[src/rtl/nav_arbiter_if.sv]
// rtl/nav_arbiter_if.sv - requester and navigate signal bundle for nav_arbiter
// Slave side is the arbiter; master side is whoever drives requests and navigate's completion.
interface nav_arbiter_if;
  logic        m_strt_hdng;
  logic        m_strt_mv;
  logic [11:0] m_dsrd_hdng;
  logic        m_stp_lft;
  logic        m_stp_rght;
  logic        m_mv_cmplt;

  logic        s_strt_hdng;
  logic        s_strt_mv;
  logic [11:0] s_dsrd_hdng;
  logic        s_stp_lft;
  logic        s_stp_rght;
  logic        s_mv_cmplt;

  logic        n_strt_hdng;
  logic        n_strt_mv;
  logic [11:0] n_dsrd_hdng;
  logic        n_stp_lft;
  logic        n_stp_rght;
  logic        n_mv_cmplt;

  modport slave (
    input  m_strt_hdng, m_strt_mv, m_dsrd_hdng, m_stp_lft, m_stp_rght,
    input  s_strt_hdng, s_strt_mv, s_dsrd_hdng, s_stp_lft, s_stp_rght,
    input  n_mv_cmplt,
    output m_mv_cmplt, s_mv_cmplt,
    output n_strt_hdng, n_strt_mv, n_dsrd_hdng, n_stp_lft, n_stp_rght
  );

  modport master (
    output m_strt_hdng, m_strt_mv, m_dsrd_hdng, m_stp_lft, m_stp_rght,
    output s_strt_hdng, s_strt_mv, s_dsrd_hdng, s_stp_lft, s_stp_rght,
    output n_mv_cmplt,
    input  m_mv_cmplt, s_mv_cmplt,
    input  n_strt_hdng, n_strt_mv, n_dsrd_hdng, n_stp_lft, n_stp_rght
  );
endinterface

[src/rtl/nav_arbiter.sv]
// rtl/nav_arbiter.sv - two-requester arbiter in front of the single navigate unit
// One request slot per requester, fixed priority chosen by cmd_md, watchdog on the navigate wait.
module nav_arbiter #(
  parameter int TMO_CYCLES = 5_000_000
) (
  input  logic         clk,
  input  logic         rst_n,
  input  logic         cmd_md,
  nav_arbiter_if.slave bus,
  output logic         busy,
  output logic         grant_src,
  output logic         req_drop,
  output logic         tmo_err
);
  localparam int              WD_W    = $clog2(TMO_CYCLES + 1);
  localparam logic [WD_W-1:0] WD_LAST = WD_W'(TMO_CYCLES - 1);

  typedef enum logic [1:0] {IDLE, ISSUE, WAIT, DONE} state_t;
  state_t state, state_nxt;

  // Index 0 is the manual requester, index 1 the solver.
  logic [1:0]       strt_hdng, strt_mv, strt_any, stp_lft_in, stp_rght_in;
  logic [1:0][11:0] hdng_in;
  logic [1:0]       slot_vld, slot_mv, slot_lft, slot_rght;
  logic [1:0][11:0] slot_hdng;
  logic [1:0]       free_vec, occupied, load, drop;
  logic [WD_W-1:0]  wd;
  logic             grant, pick, owner_mv, timeout, release_slot;

  assign strt_hdng   = {bus.s_strt_hdng, bus.m_strt_hdng};
  assign strt_mv     = {bus.s_strt_mv,   bus.m_strt_mv};
  assign stp_lft_in  = {bus.s_stp_lft,   bus.m_stp_lft};
  assign stp_rght_in = {bus.s_stp_rght,  bus.m_stp_rght};
  assign hdng_in     = {bus.s_dsrd_hdng, bus.m_dsrd_hdng};
  assign strt_any    = strt_hdng | strt_mv;

  assign owner_mv     = slot_mv[grant_src];
  assign timeout      = (state == WAIT) && !bus.n_mv_cmplt && (wd == WD_LAST);
  assign release_slot = (state == DONE) || timeout;
  assign grant        = (state == IDLE) && (|slot_vld);
  assign pick         = (&slot_vld) ? !cmd_md : slot_vld[1];

  // A slot being released this cycle counts as empty so the owner can queue its next request.
  assign free_vec = release_slot ? (grant_src ? 2'b10 : 2'b01) : 2'b00;
  assign occupied = slot_vld & ~free_vec;
  assign load     = strt_any & ~occupied;
  assign drop     = strt_any & (occupied | (strt_hdng & strt_mv));

  always_comb begin
    state_nxt = state;
    case (state)
      IDLE:    if (grant) state_nxt = ISSUE;
      ISSUE:   state_nxt = WAIT;
      WAIT: begin
        if (bus.n_mv_cmplt)  state_nxt = DONE;
        else if (timeout)    state_nxt = IDLE;
      end
      DONE:    state_nxt = IDLE;
      default: state_nxt = IDLE;
    endcase
  end

  always_ff @(posedge clk or negedge rst_n) begin
    if (!rst_n) begin
      state           <= IDLE;
      wd              <= '0;
      grant_src       <= 1'b0;
      bus.n_dsrd_hdng <= 12'h000;
      bus.n_stp_lft   <= 1'b0;
      bus.n_stp_rght  <= 1'b0;
    end else begin
      state <= state_nxt;
      if (grant) begin
        wd        <= '0;
        grant_src <= pick;
        if (slot_mv[pick]) begin
          bus.n_stp_lft  <= slot_lft[pick];
          bus.n_stp_rght <= slot_rght[pick];
        end else begin
          bus.n_dsrd_hdng <= slot_hdng[pick];
        end
      end else if (state == WAIT) begin
        wd <= wd + WD_W'(1);
      end
    end
  end

  always_ff @(posedge clk or negedge rst_n) begin
    if (!rst_n) begin
      slot_vld  <= '0;
      slot_mv   <= '0;
      slot_lft  <= '0;
      slot_rght <= '0;
      slot_hdng <= '0;
    end else begin
      for (int r = 0; r < 2; r++) begin
        if (load[r]) begin
          slot_vld[r]  <= 1'b1;
          slot_mv[r]   <= !strt_hdng[r];
          slot_hdng[r] <= hdng_in[r];
          slot_lft[r]  <= stp_lft_in[r];
          slot_rght[r] <= stp_rght_in[r];
        end else if (free_vec[r]) begin
          slot_vld[r] <= 1'b0;
        end
      end
    end
  end

  assign bus.n_strt_hdng = (state == ISSUE) && !owner_mv;
  assign bus.n_strt_mv   = (state == ISSUE) &&  owner_mv;
  assign bus.m_mv_cmplt  = (state == DONE)  && !grant_src;
  assign bus.s_mv_cmplt  = (state == DONE)  &&  grant_src;
  assign busy            = (state != IDLE);
  assign req_drop        = |drop;
  assign tmo_err         = timeout;
endmodule

[src/flat_wrapper.sv]
// flat-port wrapper written by rule: the top's interface ports become plain ports
module nav_arbiter_flat 
#(
  parameter int TMO_CYCLES = 5_000_000
)
  (clk, rst_n, cmd_md, busy, grant_src, req_drop, tmo_err, bus_m_strt_hdng, bus_m_strt_mv, bus_m_dsrd_hdng, bus_m_stp_lft, bus_m_stp_rght, bus_s_strt_hdng, bus_s_strt_mv, bus_s_dsrd_hdng, bus_s_stp_lft, bus_s_stp_rght, bus_n_mv_cmplt, bus_m_mv_cmplt, bus_s_mv_cmplt, bus_n_strt_hdng, bus_n_strt_mv, bus_n_dsrd_hdng, bus_n_stp_lft, bus_n_stp_rght);
  nav_arbiter_if bus_i ();
  input  logic clk;
  input  logic rst_n;
  input  logic cmd_md;
  output logic busy;
  output logic grant_src;
  output logic req_drop;
  output logic tmo_err;
  input wire logic [$bits(bus_i.m_strt_hdng)-1:0] bus_m_strt_hdng;
  input wire logic [$bits(bus_i.m_strt_mv)-1:0] bus_m_strt_mv;
  input wire logic [$bits(bus_i.m_dsrd_hdng)-1:0] bus_m_dsrd_hdng;
  input wire logic [$bits(bus_i.m_stp_lft)-1:0] bus_m_stp_lft;
  input wire logic [$bits(bus_i.m_stp_rght)-1:0] bus_m_stp_rght;
  input wire logic [$bits(bus_i.s_strt_hdng)-1:0] bus_s_strt_hdng;
  input wire logic [$bits(bus_i.s_strt_mv)-1:0] bus_s_strt_mv;
  input wire logic [$bits(bus_i.s_dsrd_hdng)-1:0] bus_s_dsrd_hdng;
  input wire logic [$bits(bus_i.s_stp_lft)-1:0] bus_s_stp_lft;
  input wire logic [$bits(bus_i.s_stp_rght)-1:0] bus_s_stp_rght;
  input wire logic [$bits(bus_i.n_mv_cmplt)-1:0] bus_n_mv_cmplt;
  output wire logic [$bits(bus_i.m_mv_cmplt)-1:0] bus_m_mv_cmplt;
  output wire logic [$bits(bus_i.s_mv_cmplt)-1:0] bus_s_mv_cmplt;
  output wire logic [$bits(bus_i.n_strt_hdng)-1:0] bus_n_strt_hdng;
  output wire logic [$bits(bus_i.n_strt_mv)-1:0] bus_n_strt_mv;
  output wire logic [$bits(bus_i.n_dsrd_hdng)-1:0] bus_n_dsrd_hdng;
  output wire logic [$bits(bus_i.n_stp_lft)-1:0] bus_n_stp_lft;
  output wire logic [$bits(bus_i.n_stp_rght)-1:0] bus_n_stp_rght;
  assign bus_i.m_strt_hdng = bus_m_strt_hdng;
  assign bus_i.m_strt_mv = bus_m_strt_mv;
  assign bus_i.m_dsrd_hdng = bus_m_dsrd_hdng;
  assign bus_i.m_stp_lft = bus_m_stp_lft;
  assign bus_i.m_stp_rght = bus_m_stp_rght;
  assign bus_i.s_strt_hdng = bus_s_strt_hdng;
  assign bus_i.s_strt_mv = bus_s_strt_mv;
  assign bus_i.s_dsrd_hdng = bus_s_dsrd_hdng;
  assign bus_i.s_stp_lft = bus_s_stp_lft;
  assign bus_i.s_stp_rght = bus_s_stp_rght;
  assign bus_i.n_mv_cmplt = bus_n_mv_cmplt;
  assign bus_m_mv_cmplt = bus_i.m_mv_cmplt;
  assign bus_s_mv_cmplt = bus_i.s_mv_cmplt;
  assign bus_n_strt_hdng = bus_i.n_strt_hdng;
  assign bus_n_strt_mv = bus_i.n_strt_mv;
  assign bus_n_dsrd_hdng = bus_i.n_dsrd_hdng;
  assign bus_n_stp_lft = bus_i.n_stp_lft;
  assign bus_n_stp_rght = bus_i.n_stp_rght;
  nav_arbiter #(.TMO_CYCLES(TMO_CYCLES)) u_core (.clk(clk), .rst_n(rst_n), .cmd_md(cmd_md), .bus(bus_i), .busy(busy), .grant_src(grant_src), .req_drop(req_drop), .tmo_err(tmo_err));
endmodule
[config.mk]
export PLATFORM = sky130hd
export DESIGN_NAME = nav_arbiter_flat
export DESIGN_NICKNAME = d
export VERILOG_FILES = /design/src/rtl/nav_arbiter_if.sv /design/src/rtl/nav_arbiter.sv /design/src/flat_wrapper.sv
export SDC_FILE = /design/constraint.sdc
export NUM_CORES = 1
export LEC_CHECK = 0
export BUFFER_PORTS_ARGS = -buffer_cell sky130_fd_sc_hd__buf_2
export CORE_MARGIN = 2
export CORE_UTILIZATION = 45
export DETAILED_ROUTE_END_ITERATION = 10
export GPL_ROUTABILITY_DRIVEN = 0
export PLACE_DENSITY_LB_ADDON = 0.2
export SLEW_MARGIN = 5
export SYNTH_ARGS = -nofsm -noshare
export SYNTH_HDL_FRONTEND = slang
export SYNTH_SLANG_ARGS = --single-unit
export TNS_END_PERCENT = 50
[constraint.sdc]
create_clock -name clk -period 2.64 [get_ports clk]
set_clock_uncertainty 0.2 [all_clocks]
set_input_delay 0.264 -clock clk [delete_from_list [all_inputs] [get_ports clk]]
set_output_delay 0.264 -clock clk [all_outputs]
set_load 0.02 [all_outputs]
==> results of run 1 <==
critical path, stage by stage (launching register included):
cell and delay (ns):
dfrtp_1 0.46, ha_4 0.19, nand3_4 0.08, nor4_4 0.37
a21oi_4 0.12, buf_4 0.17, a211oi_4 0.29, buf_12 0.20
mux2_2 0.35
cell usage in the layout (no fill, tap or decap), types with 3 or more instances in the layout:
cell type	synthesis	final
and3_1	3	3
mux2_4	10	10
nor2_1	23	23
nand2b_1	5	5
a21oi_1	3	3
nand3_1	11	11
o21ai_0	34	34
mux2i_1	20	20
nand2_1	34	34
o41ai_1	3	3
buf_4	0	13
nor3_1	6	6
clkbuf_8	0	9
dfrtp_1	72	72
buf_2	5	57
dlygate4sd3_1	0	31
mux2_2	18	18
inv_1	7	7
nand4_1	8	8
routing by layer:
layer,vias to the layer above,track usage (%)
li1,1305,-
met1,1266,26.7
met2,49,33.1
met3,7,3.01
met4,0,7.82
met5,-,0
metrics by stage:
| step | utilization (%) | cells |
|---|---|---|
| 2_1_floorplan | - | 307 |
| 3_3_place_gp | 52.9 | 463 |
| 3_5_place_dp | 52.9 | 463 |
| 4_1_cts | 60.4 | 510 |
| 5_1_grt | 61.2 | 512 |
| 6_report | 61.2 | 512 |
logic make-up after synthesis:
| kind of cell | Yosys count | synth area share [%] |
|---|---|---|
| and+or+nand+nor | 103 | 15.2 |
| DFF | 72 | 53.2 |
| AOI/OAI and AO/OA | 60 | 11.2 |
| muxes | 48 | 16.3 |
| buffers and inverters | 19 | 2.62 |
| adders and majority gates | 3 | 0.960 |
| xor gates and xnor gates | 2 | 0.517 |
cells in the mapped netlist (all sizes together), types with 2 or more instances:
| cell | count |
|---|---|
| clkbuf | 6 |
| a31oi | 2 |
| o311ai | 2 |
| nor2b | 2 |
| nand4 | 8 |
| o41ai | 3 |
| xor2 | 2 |
| mux2 | 28 |
| o21ai | 36 |
| nand2b | 5 |
| or2 | 2 |
| o31ai | 2 |
| a21oi | 4 |
| nand2 | 34 |
| nor3 | 6 |
| nand3 | 12 |
| a211oi | 2 |
| and3 | 3 |
| nor4 | 2 |
| o211ai | 2 |
| inv | 7 |
| maj3 | 2 |
| dfrtp | 72 |
| mux2i | 20 |
| buf | 6 |
| nor2 | 23 |
worst paths after layout:
check                                      startpoint                    endpoint  slack (ns)  cells past startpoint
max                                      u_core.wd[0]        u_core.slot_hdng[11]        0.09                      8
max in group asynchronous                       rst_n                u_core.wd[6]        1.18                      3
min                                     bus_s_strt_mv           u_core.slot_mv[1]        0.03                      3
min in group asynchronous                       rst_n                u_core.wd[3]        0.26                      2
min reg2reg                u_core.bus.n_dsrd_hdng[10]  u_core.bus.n_dsrd_hdng[10]        0.28                      2
max reg2reg                              u_core.wd[0]        u_core.slot_hdng[11]        0.09                      8
layout make-up:
| cell class | instances | share of cell area [%] |
|---|---|---|
| Tap cell | 99 | 2.79 |
| Sequential cell | 72 | 40.6 |
| Timing Repair Buffer | 102 | 16.1 |
| Clock inverter | 6 | 2.06 |
| Multi-Input combinational cell | 216 | 35.1 |
| Inverter | 7 | 0.592 |
| Clock buffer | 10 | 2.87 |
registers in the layout, indices dropped and copies added, names as in the netlist:
name                    count
u_core.bus.n_dsrd_hdng     12
u_core.slot_rght            2
u_core.grant_src            1
u_core.bus.n_stp_rght       1
u_core.slot_hdng           24
u_core.bus.n_stp_lft        1
u_core.slot_mv              2
u_core.wd                  23
u_core.slot_lft             2
u_core.state                2
u_core.slot_vld             2
repair_timing:
action,CTS,global route
setup buffers,0,2
pin swaps,1,5
gates resized for setup,3,7
hold buffers,31,0
setup endpoints to repair,1,1
endpoints found under the hold margin,52,0
power groups by stage:
| stage | sequential (uW) | clock (uW) | combinational (uW) |
|---|---|---|---|
| 4_1_cts | 1730 | 994 | 1610 |
| 3_3_place_gp | 1730 | 0 | 1530 |
| 5_1_grt | 1790 | 1040 | 1810 |
| 6_report | 1740 | 969 | 1650 |
| 2_1_floorplan | 1800 | 0 | 1000 |
| 3_5_place_dp | 1740 | 0 | 1560 |
==> summary.md, run 1 <==
| Metric | Value |
|---|---|
| Vias in the first global route | `~2700` |
| Die area | `between 0.008 and 0.009 mm2` |
| Total congestion overflow | `0` |
| WHS | `about 0.029 ns` |
| Wl on met1 | `3560 um` |
| Crit. End Element | `flip-flop` |
| Cells after synthesis | `~310` |
| Worst setup margin | `0.0864 ns` |
| Setup violations, final | `0` |
| Largest net degree at the start of global routing | `28` |
| FFs w/ async S/R, synth | `100%` |
| FF+latch count, synth | `72` |
| CTS clk-pin slew, worst paths | `0.08 ns` |
| Share of cells above drive strength 1 | `a little under a third` |
| Fmax achieved | `392 MHz` |
| I/O Pins | `between 50 and 60` |
| Cell taking the most area after synthesis | `dfrtp_1` |
| Die outline height | `about 90 um` |
| CTS sink count | `slightly above 70` |
| Max-slew violations | `0` |
| Layout area overhead | `31.1%` |
| CP Data Required Time | `2.66 ns` |
| # port buffers | `57` |
| DRT antenna net count | `0` |
| H-Tree Depth | `3` |
| Post-synth top area share | `a little over half` |
| Initial DRC Count | `135` |
| Fin Setup TNS | `0 ns` |
| Post-Place Setup Slack | `approximately 0.19 ns` |
| Max layer used | `met4` |
| Final hold viol count | `0` |
| Max VDD drop | `0.000570 V` |
| Final Power | `4360 uW` |
| Internal power | `2790 uW` |
| Final instance area | `0.00444 mm2` |
| CP Class | `flip-flop to flip-flop` |
| Initial antenna violation count | `0` |
| Clock power share | `22.2%` |
| Top cells by area, synth | `dfrtp_1, mux2_2, mux2i_1, o21ai_0, mux2_4` |
| Rel. slew slack | `roughly 60%` |
| FILL cells | `between 600 and 700` |
| Syn nets | `344` |
| Seq/Total Area, Yosys | `between 50% and 60%` |
| CP startpoint kind | `flip-flop` |
| Inserted Diodes | `0` |
| DR vias/cell | `5.13` |
| Yosys cell types | `48` |
| Outcome | `finished, final reports clean` |
| Final min period | `roughly 2.6 ns` |
| Area of the multi-input gates | `0.00156 mm2` |
| TritonCTS Buffers | `9` |
| DR pass1 iterations | `4` |
| Sequential Power Share | `between 30% and 40%` |
| Hold/Removal Path Class | `input port to flip-flop` |
| Worst slew pin tran | `between 0.6 and 0.7 ns` |
| Worst Path Arrival | `about 2.6 ns` |
| Routed met2 length | `roughly 3800 um` |
| Starting Density | `46.7%` |
| Avg Inst Size Synth | `~11 um2` |
| Leading register cell type out of synthesis | `dfrtp_1` |
| DP Wirelength | `roughly 5000 um` |
| Lkg Pwr | `between 0.002 and 0.0025 uW` |
| Maxcap violations | `0` |
| Psw | `approximately 1600 uW` |
| Gate power share | `a little under two fifths` |
| WL met3 | `around 230 um` |
| GR Util All Layers | `20.1%` |
| Yosys warning count | `0` |
| # DRC | `0` |
| Core ar. | `around 0.0073 mm2` |
| Post-Route WL | `about 7700 um` |
| Skew-Pair Late Insertion Delay | `~0.34 ns` |
| Max clock buf depth | `2` |
| Root Driver | `clkbuf_8` |
| Worst-path fanout max | `14` |
| Sw frac | `35.9%` |
| Die X | `~91 um` |
| Final net count | `approximately 450` |
| Cell Area, Synth | `0.00339 mm2` |
| Vias | `2627` |
| Power Density | `about 980 mW/mm2` |
| Placed Area | `between 0.003 and 0.004 mm2` |
| First-pass GRT wire length | `approximately 13000 um` |
| Num rows | `31` |
| EDFF count, synth | `0` |
| Crit share post-route | `approximately 97%` |
| Flip-flop and latch area | `0.00180 mm2` |
| CTS tree | `built` |
| Post-DR wirelength/cell | `approximately 15 um` |
Power figures use the tool's default switching activity.
==> inputs of run 2 (changes only) <==
--- a/config.mk
+++ b/config.mk
@@ -10,6 +10,7 @@
 export CORE_UTILIZATION = 45
 export DETAILED_ROUTE_END_ITERATION = 10
 export GPL_ROUTABILITY_DRIVEN = 0
+export GPL_TIMING_DRIVEN = 0
 export PLACE_DENSITY_LB_ADDON = 0.2
 export SLEW_MARGIN = 5
 export SYNTH_ARGS = -nofsm -noshare
==> run 2 against run 1 <==
Against the previous run: core utilization shrank 0.14 points; clock-buffer cell count shrank 1; worst setup slack got worse by 0.013 ns; wire length decreased by 0.56%; non-clock buffer count up 4; global-route usage shrank 0.53 points; critical path depth fell by 2; maximum frequency down 0.52%; largest power group unchanged.
==> summary.md, run 2 (synthesized netlist as in run 1, its figures left out) <==
| Metric | Value |
|---|---|
| Outcome | `finished, final reports clean` |
| Reg-to-reg endpoint | `u_core.slot_hdng[2]` |
| Largest net degree at the start of global routing | `56 (+100%)` |
| Initial DRC Count | `146 (+8.1%)` |
| Worst slew pin tran | `0.501 ns (-0.101 ns)` |
| Post-DR wirelength/cell | `14.8 um (-1.1%)` |
| Worst-path fanout max | `10 (-4)` |
| Die outline height | `90.8 um (unchanged)` |
| Path depth of the worst reg2reg path | `6 (-2)` |
| Final Power | `4180 uW (-4.0%)` |
| Die area | `0.00824 mm2 (unchanged)` |
| GR Util All Layers | `19.5% (-0.53 points)` |
| Hold_sp | `bus_s_strt_mv` |
| Post-Route WL | `7640 um (-0.56%)` |
| Psw | `1530 uW (-2.0%)` |
| Inserted Diodes | `0 (unchanged)` |
| Max clock buf depth | `2 (unchanged)` |
| Num rows | `31 (unchanged)` |
| DP Wirelength | `5060 um (+0.85%)` |
| Maxcap violations | `0 (unchanged)` |
| Sw frac | `36.7% (+0.75 points)` |
| Top reg by flops | `u_core.slot_hdng` |
| Core ar. | `0.00725 mm2 (unchanged)` |
| Total congestion overflow | `0 (unchanged)` |
| DR vias/cell | `5.21 (+1.5%)` |
| Crit. End Element | `flip-flop` |
| Fmax achieved | `390 MHz (-0.52%)` |
| Crit share post-route | `97.2% (+0.51 points)` |
| Worst R2R Start | `u_core.wd[10]` |
| Die X | `90.8 um (unchanged)` |
| Hold Path Stages | `3 (unchanged)` |
| Fin Setup TNS | `0 ns (unchanged)` |
| Final min period | `2.57 ns (+0.0134 ns)` |
| H-Tree Depth | `3 (unchanged)` |
| Skew-Pair Late Insertion Delay | `0.34 ns (about the same)` |
| I/O Pins | `58 (unchanged)` |
| Internal power | `2650 uW (-5.1%)` |
| Post-Place Cells | `464 (+0.22%)` |
| R2R Setup Slk | `0.07 ns (about the same)` |
| Placed Area | `0.00383 mm2 (-0.36%)` |
| Initial antenna violation count | `0 (unchanged)` |
| Final net count | `449 (+0.90%)` |
| Worst Path Arrival | `2.59 ns (about the same)` |
| FILL cells | `606 (-1.3%)` |
| Root Driver | `clkbuf_8` |
| Max-slew violations | `0 (unchanged)` |
| Clock power share | `19.9% (-2.3 points)` |
| Setup violations, final | `0 (unchanged)` |
| Gate power share | `38.7% (+0.8 points)` |
| Rel. slew slack | `66.4% (+6.5 points)` |
| Power Density | `944 mW/mm2 (-3.8%)` |
| Max VDD drop | `0.000548 V (-3.8%)` |
| Area of the multi-input gates | `0.00157 mm2 (+0.56%)` |
| CP Class | `flip-flop to flip-flop` |
| DRT antenna net count | `0 (unchanged)` |
| # port buffers | `57 (unchanged)` |
| Final non-filler cell total | `515 (+0.59%)` |
| # DRC | `0 (unchanged)` |
| CP Data Required Time | `2.66 ns (about the same)` |
| TritonCTS Buffers | `9 (unchanged)` |
| Max reg flops | `24 (unchanged)` |
| Vias | `2681 (+2.1%)` |
| Share of cells above drive strength 1 | `30.5% (+0.26 points)` |
| Largest regs | `u_core.slot_hdng (24), u_core.wd (23), u_core.bus.n_dsrd_hdng (12)` |
| DR pass1 iterations | `5 (+1)` |
| Sequential Power Share | `41.4% (+1.5 points)` |
| Commonest non-fill, non-tap cell in the layout | `dfrtp_1` |
| CTS sink count | `72 (unchanged)` |
| Vias in the first global route | `2619 (-2.5%)` |
| Hold/Removal Path Class | `input port to flip-flop` |
| Final instance area | `0.00443 mm2 (-0.23%)` |
| CTS tree | `built` |
| Starting Density | `46.7% (unchanged)` |
| Layout area overhead | `30.8%` |
| Flip-flop and latch area | `0.00180 mm2 (+0.14%)` |
| CP startpoint kind | `flip-flop` |
| Lkg Pwr | `0.00203 uW (-0.91%)` |
| Fin util | `61.1% (-0.14 points)` |
| Final hold viol count | `0 (unchanged)` |
| First-pass GRT wire length | `12800 um (-2.3%)` |
| Worst Hold End | `u_core.slot_mv[1]` |
| CTS clk-pin slew, worst paths | `0.08 ns (about the same)` |
| Commonest cells after routing, fill and taps aside | `dfrtp_1, buf_2, o21ai_0, nand2_1, dlygate4sd3_1` |
run 2: power groups by stage:
stage,clock network [uW],logic [uW],registers [uW]
after floorplan,0,1000,1800
final,834,1620,1730
after detailed placement,0,1550,1730
after global placement,0,1500,1730
after global routing,913,1780,1780
after CTS,861,1590,1720
run 2: routing by layer:
metal  global-route usage [%]  wire length, um  vias to the layer above
met3                     3.84              336                        5
met1                     26.6             3480                     1303
met5                        0                0                        -
met4                     7.31               74                        0
li1                         -                -                     1315
met2                     31.0             3750                       58
run 2: worst max path at each step:
stage | startpoint | end | slack (ns) | depth (start not counted)
2_1_floorplan | u_core.wd[0] | u_core.slot_hdng[10] | 0.28 | 7
3_3_place_gp | u_core.wd[0] | u_core.slot_hdng[7] | 0.005 | 7
3_5_place_dp | u_core.wd[0] | u_core.slot_hdng[2] | -0.01 | 7
4_1_cts | u_core.wd[0] | req_drop | 0.001 | 7
5_1_grt | u_core.wd[10] | u_core.slot_hdng[2] | -0.00008 | 6
6_report | u_core.wd[10] | u_core.slot_hdng[2] | 0.07 | 6
run 2: worst max-delay path, stage by stage, from the launching register on:
cell	delay, ns
dfrtp_1	0.42
nand4bb_4	0.25
nor4_4	0.39
a21oi_4	0.15
a211oi_4	0.48
buf_8	0.23
mux2_4	0.31
run 2: what timing repair did:
item,4_1_cts,5_1_grt
hold buffers,31,0
endpoints found under the hold margin,102,0
gates resized for setup,2,12
setup buffers,0,5
pin swaps,1,6
setup endpoints to repair,11,11
run 2: area by class of cell:
| cell class | instances | area share, % |
|---|---|---|
| multi-input combinational | 216 | 35.3 |
| timing repair buffer | 94 | 15.0 |
| buffer | 12 | 1.41 |
| tap | 99 | 2.80 |
| inverter | 7 | 0.593 |
| clock inverter | 6 | 1.38 |
| clock buffer | 9 | 2.80 |
| sequential | 72 | 40.7 |
run 2: stage by stage:
stage,worst slack (ns),hold WS [ns]
5_1_grt,-0.0000753,0.0406
2_1_floorplan,0.281,-0.232
3_5_place_dp,-0.0120,-0.0432
3_3_place_gp,0.00535,0.262
4_1_cts,0.00144,0.00438
6_report,0.0730,0.0197
